==> config.mk <==
export PLATFORM = sky130hd
export DESIGN_NAME = ps2_scan_ctrl
export DESIGN_NICKNAME = d
export VERILOG_FILES = /design/src/rtl/ps2_scan_ctrl.sv
export SDC_FILE = /design/constraint.sdc
export NUM_CORES = 1
export LEC_CHECK = 0
export ABC_AREA = 1
export CAP_MARGIN = 5
export CORE_UTILIZATION = 52
export DETAILED_ROUTE_END_ITERATION = 16
export GPL_ROUTABILITY_DRIVEN = 0
export PLACE_DENSITY = 0.85
export SYNTH_ARGS = -nofsm -noshare
export SYNTH_HDL_FRONTEND = slang
export SYNTH_SLANG_ARGS = --single-unit
==> constraint.sdc <==
create_clock -name clk -period 1.9 [get_ports clk]
set_clock_uncertainty 0.2 [all_clocks]
set_input_delay 0.38 -clock clk [delete_from_list [all_inputs] [get_ports clk]]
set_output_delay 0.38 -clock clk [all_outputs]
set_load 0.02 [all_outputs]
==> src/rtl/ps2_scan_ctrl.sv <==
// ps2_scan_ctrl: pops PS/2 scan bytes from the receiver FIFO, decodes F0/E0 prefixes and emits de-duplicated key events.
// Optional feature macro: PS2_SCAN_CTRL_EXT_EN (E0 extended-key tracking; otherwise E0 is an ordinary code).
module ps2_scan_ctrl #(
    parameter int CNT_W       = 8,
    parameter int PFX_TIMEOUT = 4096
) (
    input  logic             clk,
    input  logic             rst,
    input  logic             kbd_ready,
    input  logic [7:0]       kbd_data,
    input  logic             kbd_overflow,
    output logic             kbd_nextdata_n,
    output logic             evt_valid,
    input  logic             evt_ready,
    output logic [7:0]       evt_code,
    output logic             evt_break,
    output logic             evt_ext,
    output logic             held,
    output logic [7:0]       held_code,
    output logic [CNT_W-1:0] press_cnt,
    output logic             ovf_sticky,
    input  logic             ovf_clr
);

    localparam logic [1:0] ST_IDLE   = 2'd0;
    localparam logic [1:0] ST_POP    = 2'd1;
    localparam logic [1:0] ST_DECODE = 2'd2;
    localparam logic [1:0] ST_EMIT   = 2'd3;

    localparam logic [7:0] CODE_BRK = 8'hF0;
`ifdef PS2_SCAN_CTRL_EXT_EN
    localparam logic [7:0] CODE_EXT = 8'hE0;
`endif

    localparam int TMR_W = (PFX_TIMEOUT > 1) ? $clog2(PFX_TIMEOUT) : 1;
    localparam logic [TMR_W-1:0] TMR_LAST = TMR_W'((PFX_TIMEOUT > 0) ? PFX_TIMEOUT - 1 : 0);

    logic [1:0]       state_q, state_d;
    logic [7:0]       byte_q, byte_d;
    logic             brk_q, brk_d;
    logic             ext_q, ext_d;
    logic [TMR_W-1:0] timer_q, timer_d;
    logic             held_q, held_d;
    logic [7:0]       held_code_q, held_code_d;
    logic             held_ext_q, held_ext_d;
    logic [CNT_W-1:0] press_cnt_q, press_cnt_d;
    logic             ovf_q, ovf_d;
    logic             evt_valid_q, evt_valid_d;
    logic [7:0]       evt_code_q, evt_code_d;
    logic             evt_break_q, evt_break_d;
    logic             evt_ext_q, evt_ext_d;
    logic             same_key;

    assign same_key = held_q && (held_code_q == byte_q) && (held_ext_q == ext_q);

    always_comb begin
        state_d     = state_q;
        byte_d      = byte_q;
        brk_d       = brk_q;
        ext_d       = ext_q;
        timer_d     = timer_q;
        held_d      = held_q;
        held_code_d = held_code_q;
        held_ext_d  = held_ext_q;
        press_cnt_d = press_cnt_q;
        evt_valid_d = evt_valid_q;
        evt_code_d  = evt_code_q;
        evt_break_d = evt_break_q;
        evt_ext_d   = evt_ext_q;
        ovf_d       = kbd_overflow ? 1'b1 : (ovf_clr ? 1'b0 : ovf_q);

        case (state_q)
            ST_IDLE: begin
                // A prefix left dangling by a lost byte expires so it cannot corrupt the next key.
                if ((PFX_TIMEOUT != 0) && (brk_q || ext_q)) begin
                    if (timer_q == TMR_LAST) begin
                        brk_d   = 1'b0;
                        ext_d   = 1'b0;
                        timer_d = '0;
                    end else begin
                        timer_d = timer_q + 1'b1;
                    end
                end
                if (kbd_ready && !evt_valid_q) begin
                    state_d = ST_POP;
                end
            end
            ST_POP: begin
                byte_d  = kbd_data;
                state_d = ST_DECODE;
            end
            ST_DECODE: begin
                state_d = ST_IDLE;
                if (byte_q == CODE_BRK) begin
                    brk_d   = 1'b1;
                    timer_d = '0;
`ifdef PS2_SCAN_CTRL_EXT_EN
                end else if (byte_q == CODE_EXT) begin
                    ext_d   = 1'b1;
                    timer_d = '0;
`endif
                end else begin
                    brk_d = 1'b0;
                    ext_d = 1'b0;
                    if (brk_q) begin
                        evt_valid_d = 1'b1;
                        evt_code_d  = byte_q;
                        evt_break_d = 1'b1;
                        evt_ext_d   = ext_q;
                        state_d     = ST_EMIT;
                        if (same_key) begin
                            held_d = 1'b0;
                        end
                    end else if (!same_key) begin
                        evt_valid_d = 1'b1;
                        evt_code_d  = byte_q;
                        evt_break_d = 1'b0;
                        evt_ext_d   = ext_q;
                        state_d     = ST_EMIT;
                        held_d      = 1'b1;
                        held_code_d = byte_q;
                        held_ext_d  = ext_q;
                        press_cnt_d = press_cnt_q + 1'b1;
                    end
                end
            end
            ST_EMIT: begin
                if (evt_ready) begin
                    evt_valid_d = 1'b0;
                    state_d     = ST_IDLE;
                end
            end
            default: state_d = ST_IDLE;
        endcase
    end

    always_ff @(posedge clk) begin
        if (rst) begin
            state_q     <= ST_IDLE;
            byte_q      <= 8'h00;
            brk_q       <= 1'b0;
            ext_q       <= 1'b0;
            timer_q     <= '0;
            held_q      <= 1'b0;
            held_code_q <= 8'h00;
            held_ext_q  <= 1'b0;
            press_cnt_q <= '0;
            ovf_q       <= 1'b0;
            evt_valid_q <= 1'b0;
            evt_code_q  <= 8'h00;
            evt_break_q <= 1'b0;
            evt_ext_q   <= 1'b0;
        end else begin
            state_q     <= state_d;
            byte_q      <= byte_d;
            brk_q       <= brk_d;
            ext_q       <= ext_d;
            timer_q     <= timer_d;
            held_q      <= held_d;
            held_code_q <= held_code_d;
            held_ext_q  <= held_ext_d;
            press_cnt_q <= press_cnt_d;
            ovf_q       <= ovf_d;
            evt_valid_q <= evt_valid_d;
            evt_code_q  <= evt_code_d;
            evt_break_q <= evt_break_d;
            evt_ext_q   <= evt_ext_d;
        end
    end

    assign kbd_nextdata_n = (state_q != ST_POP);
    assign evt_valid      = evt_valid_q;
    assign evt_code       = evt_code_q;
    assign evt_break      = evt_break_q;
    assign evt_ext        = evt_ext_q;
    assign held           = held_q;
    assign held_code      = held_code_q;
    assign press_cnt      = press_cnt_q;
    assign ovf_sticky     = ovf_q;

endmodule
## Word-level counts from Yosys, hierarchy flattened

Cells that the tools add are included.
W data, S select, Z words.

| cells by class | value |
|---|---|
| $add $sub $neg | 2 |
| equality and inequality tests | 17 |
| muxes and demuxes | 31 |
| bitwise gates (word level) | 3 |
| reductions and logical operators | 17 |

Operators with widths:

| operator | count |
|---|---|
| $mux W12 | 3 |
| $pmux W12 S2 | 1 |
| $mux W1 | 16 |
| $mux W8 | 2 |
| $reduce_and A4 Y1 | 4 |
| $ne A2 B2 Y1 const B | 7 |
| $add A12 B1 Y12 const B | 1 |
| $eq A12 B12 Y1 const B | 1 |
| $mux W2 | 5 |
| $reduce_and A3 Y1 | 3 |
| $add A8 B1 Y8 const B | 1 |
| $eq A8 B8 Y1 | 1 |
| $eq A8 B8 Y1 const B | 1 |
| $pmux W2 S4 | 1 |
| $pmux W1 S2 | 3 |
| $reduce_bool A2 Y1 | 3 |
| $eq A2 B2 Y1 const B | 2 |
| $ne A2 B1 Y1 const B | 2 |
| $logic_and A1 B1 Y1 | 3 |
| $ne A3 B3 Y1 const B | 1 |
| $not A1 Y1 | 3 |
| $eq A2 B1 Y1 const B | 1 |
| $logic_not A2 Y1 | 1 |
| $reduce_and A2 Y1 | 1 |
| other kinds (3) | 3 |

| storage, ports and cells | value |
|---|---|
| flip-flop bits (word level) | 54 |
| logic and storage cells | 84 |

## Depth between registers and ports, before layout

| logic depth | value |
|---|---|
| depth after elaboration | 7 |
| depth in mapped cells | 12 |
| mapped depth without buffers | 11 |

## Worst setup path after synthesis

Ideal clock, no wire load.

| path | value |
|---|---|
| path type | register -> register |
| start | register held_code_q[5], in the netlist held_code[5] |
| end | register held_q, in the netlist held |
| setup time | 0.128 ns |
| arrival time | 1.297 ns |
| data required time | 1.572 ns |
| path slack | 0.275 ns |
| cell stages (with the launch flop) | 13 |
| path buffers | 1 |
| period minus slack after synthesis | 1.625 ns |
| path through | dfxtp_1 > inv_1 > nand2_1 > nand2_1 > clkinv_1 > nand2_1 > nor2_2 > nand2_2 > buf_4 > nand2_1 > nand3_1 > nand2_1 > a21oi_1 |

| on the way | value |
|---|---|
| longest elaborated chain between the ends | 5 |
| elaborated cells between the ends (all ways) | 6 |
| those cells by class | 3 x eq/ne; 3 x reduce/logical |

RTL lines:

| what | RTL line | RTL |
|---|---|---|
| start: declaration | 44 | `logic [7:0] held_code_q, held_code_d;` |
| start signal: assignment | 160 | `held_code_q <= held_code_d;` |
| $eq A8 B8 Y1 (*) | 54 | `assign same_key = held_q && (held_code_q == byte_q) && (held_ext_q == ext_q);` |
| $logic_and A1 B1 Y1 (*) (2 in series) | 54 |  |
| $ne A2 B1 Y1 (no source line) or $ne A2 B2 Y1 (tied branches) | n/a |  |
| $reduce_and A4 Y1 (no source line) (*) | n/a |  |
| end signal: assignment | 159 | `held_q <= held_d;` |
| end: declaration | 43 | `logic held_q, held_d;` |

Mark *: on every way between the ends. The rest lies on a longest branch, timed or not.
A chain may end at the register's enable or synchronous reset.

## Worst setup path after layout

| path | value |
|---|---|
| start | register held_q, in the netlist held |
| end | output held |

RTL lines:

| what | RTL line | RTL |
|---|---|---|
| end: declaration | 18 | `output logic held,` |

No word-level cell between the ends.

==> run metrics <==
fraction of registers with async set or reset after synthesis 0; die area 4930 sq um; Crit. End Element primary output; post-synthesis sequential area ratio 0.422; top cells by area, synth dfxtp_1 (42%), nand2_1 (9.6%), nor2_1 (7.3%); Clock Root Buffer clkbuf_8; Synth Instances around 340; Sink Count 51; layout cells sized above 1 0.109; worst skew pair latency 0.31 ns; vias per cell 5.20; Die Ht 70.2 um; DPL Wire Length 3820 um; PD cells 1270 nW/um^2; # rows 24; Ys Warns 0; Worst EP required 1.32 ns; CTS tree done; Post-synth EDFFs 0; Worst-path clk slew roughly 0.080 ns; Initial Util 0.548; Final Max Slew Viols 0; total number of vias between 2000 and 2500; post-synth top area cell dfxtp_1; Buf+Inv Stages, Crit Path 1; post-synthesis area per instance 7.22 sq um; global-route wire length before repair between 8000 and 9000 um; crit path DAT 1.29 ns; post-synth cell types 33; Tcrit/Tclk final 0.985; family with the most delay on the worst path buffers and inverters; Fillers around 360; flops & latches, synth about 50; Post-Synthesis Cell Area 2420 sq um; multi-input logic area about 1200 sq um; initial antenna violation count 0; Leak Pwr 1.26 nW; crit path max fanout 3; n_diodes 0; # IOs 44; WL/cell 12.0 um; post-route ant nets 0; ys flop type dfxtp_1; number of CTS-inserted buffers 5; area delta synth->final 25.4%; DRC 0; setup TNS 0 ns; crit start category flip-flop; RSZ-0062 raised after global routing no; status finished, final reports clean; synth cell count leaders nand2_1 (62), dfxtp_1 (51), nor2_1 (47), inv_1 (34), a21oi_1 (30); drt total wl 5240 um; DRT Pass-1 Iters 4; GRT overflow 0; crit path kind reg2out; vias in the first global route 1918; core area about 4400 sq um; Final nets 401; critical path cell sequence clkdlybuf4s50_1; maxcap violations 0; pin count of the biggest net entering global routing 27; Overall Global Routing Usage 0.216; Initial DRC Count 209; FF/Latch Area 1020 sq um; Mapped Nets 351; FMAX 534 MHz; Port Buf Inserts 42; Min Clock Period, post-route roughly 1.9 ns; clk buf depth 2; endpoints failing setup 0; R2R Setup Slk 0.11 ns; Hold Vio Cnt, Final 0; cell with the most instances after synthesis nand2_1; Hold Slack between 0.2 and 0.3 ns; H-tree depth 2; Slowest-stage cell, CP clkdlybuf4s50_1; Yosys top cell area share 0.422; VDD IR max roughly 850 uV; max incr delay on CP 0.62 ns; Die W about 70 um; Min-Delay Path Class reg2reg
==> power breakdown <==
part | switching, mW | internal [mW]
combinational | 1.06 | 0.675
sequential | 0.221 | 1.32
clock | 0.339 | 0.245
==> final timing paths <==
path | from | endpoint | depth (start not counted)
worst max-delay path | held | held | 1
worst min register to register | evt_break | evt_break | 2
worst max register to register | timer_q[0] | timer_q[4] | 10
worst min-delay path | evt_break | evt_break | 2
==> flip-flops by register name, summed over array words and instances, names as in the netlist <==
signal,count
evt_code,8
press_cnt,8
evt_break,1
state_q,2
ovf_sticky,1
byte_q,8
timer_q,12
held,1
brk_q,1
held_code,8
evt_valid,1
==> metrics by stage <==
| stage | worst slack (ns) | util | cells | area (sq um) | power [mW] |
|---|---|---|---|---|---|
| 4_1_cts | 0.00836 | 0.680 | 436 | 3000 | 3.83 |
| 5_1_grt | 0.000814 | 0.687 | 436 | 3030 | 4.10 |
| 3_5_place_dp | 0.134 | 0.665 | 430 | 2940 | 3.28 |
| 3_3_place_gp | 0.182 | 0.665 | 430 | 2940 | 3.23 |
| 6_report | 0.0289 | 0.687 | 436 | 3030 | 3.86 |
| 2_1_floorplan | 0.275 | - | 335 | 2420 | 2.68 |
==> layer usage <==
metal	wire, um	track usage	vias up
met5	0	0	-
met4	85	0.0778	0
met3	272	0.0418	9
met2	2410	0.341	68
met1	2470	0.294	1015
li1	-	-	1174
==> cell usage in the layout, fill, tap and decap left out, types with 4 or more instances in the layout <==
master	count
nand2_1	62
dfxtp_1	51
nor2_1	46
inv_1	34
a21oi_1	30
clkdlybuf4s50_1	30
o21ai_0	25
nand3_1	21
buf_4	10
dlygate4sd2_1	8
nand4_1	6
inv_2	5
clkbuf_8	5
nor2_2	4
xnor2_1	4
nand2_4	4
o21ai_1	4
xor2_1	4
nor3_1	4
dlymetal6s2s_1	4
==> repair_timing <==
| action | in CTS | in global routing |
|---|---|---|
| endpoints found under the setup margin | 8 | 21 |
| setup buffers | 0 | 0 |
| hold buffers | 0 | 0 |
| resized for setup | 8 | 8 |
==> cell families (layout without fill, tap and decap cells) <==
family	after synthesis	count (layout)	synth area share
AND/OR/NAND/NOR	157	157	0.303
AO/OA/AOI/OAI	64	64	0.140
buffers and inverters	52	101	0.0936
flip-flops	51	51	0.422
XOR/XNOR	8	8	0.0290
adder cells (fa/ha/maj)	2	2	0.0103
other	1	1	0.00155
==> cell type report <==
cell class / count / area share
flip-flops and latches: 51 / 0.337
repair buffers: 53 / 0.170
well taps: 52 / 0.0215
multi-input cells: 232 / 0.393
inverters: 42 / 0.0536
clock inverters: 1 / 0.00248
clock buffers: 5 / 0.0227
Note: power is estimated with default switching activity, not from simulation.
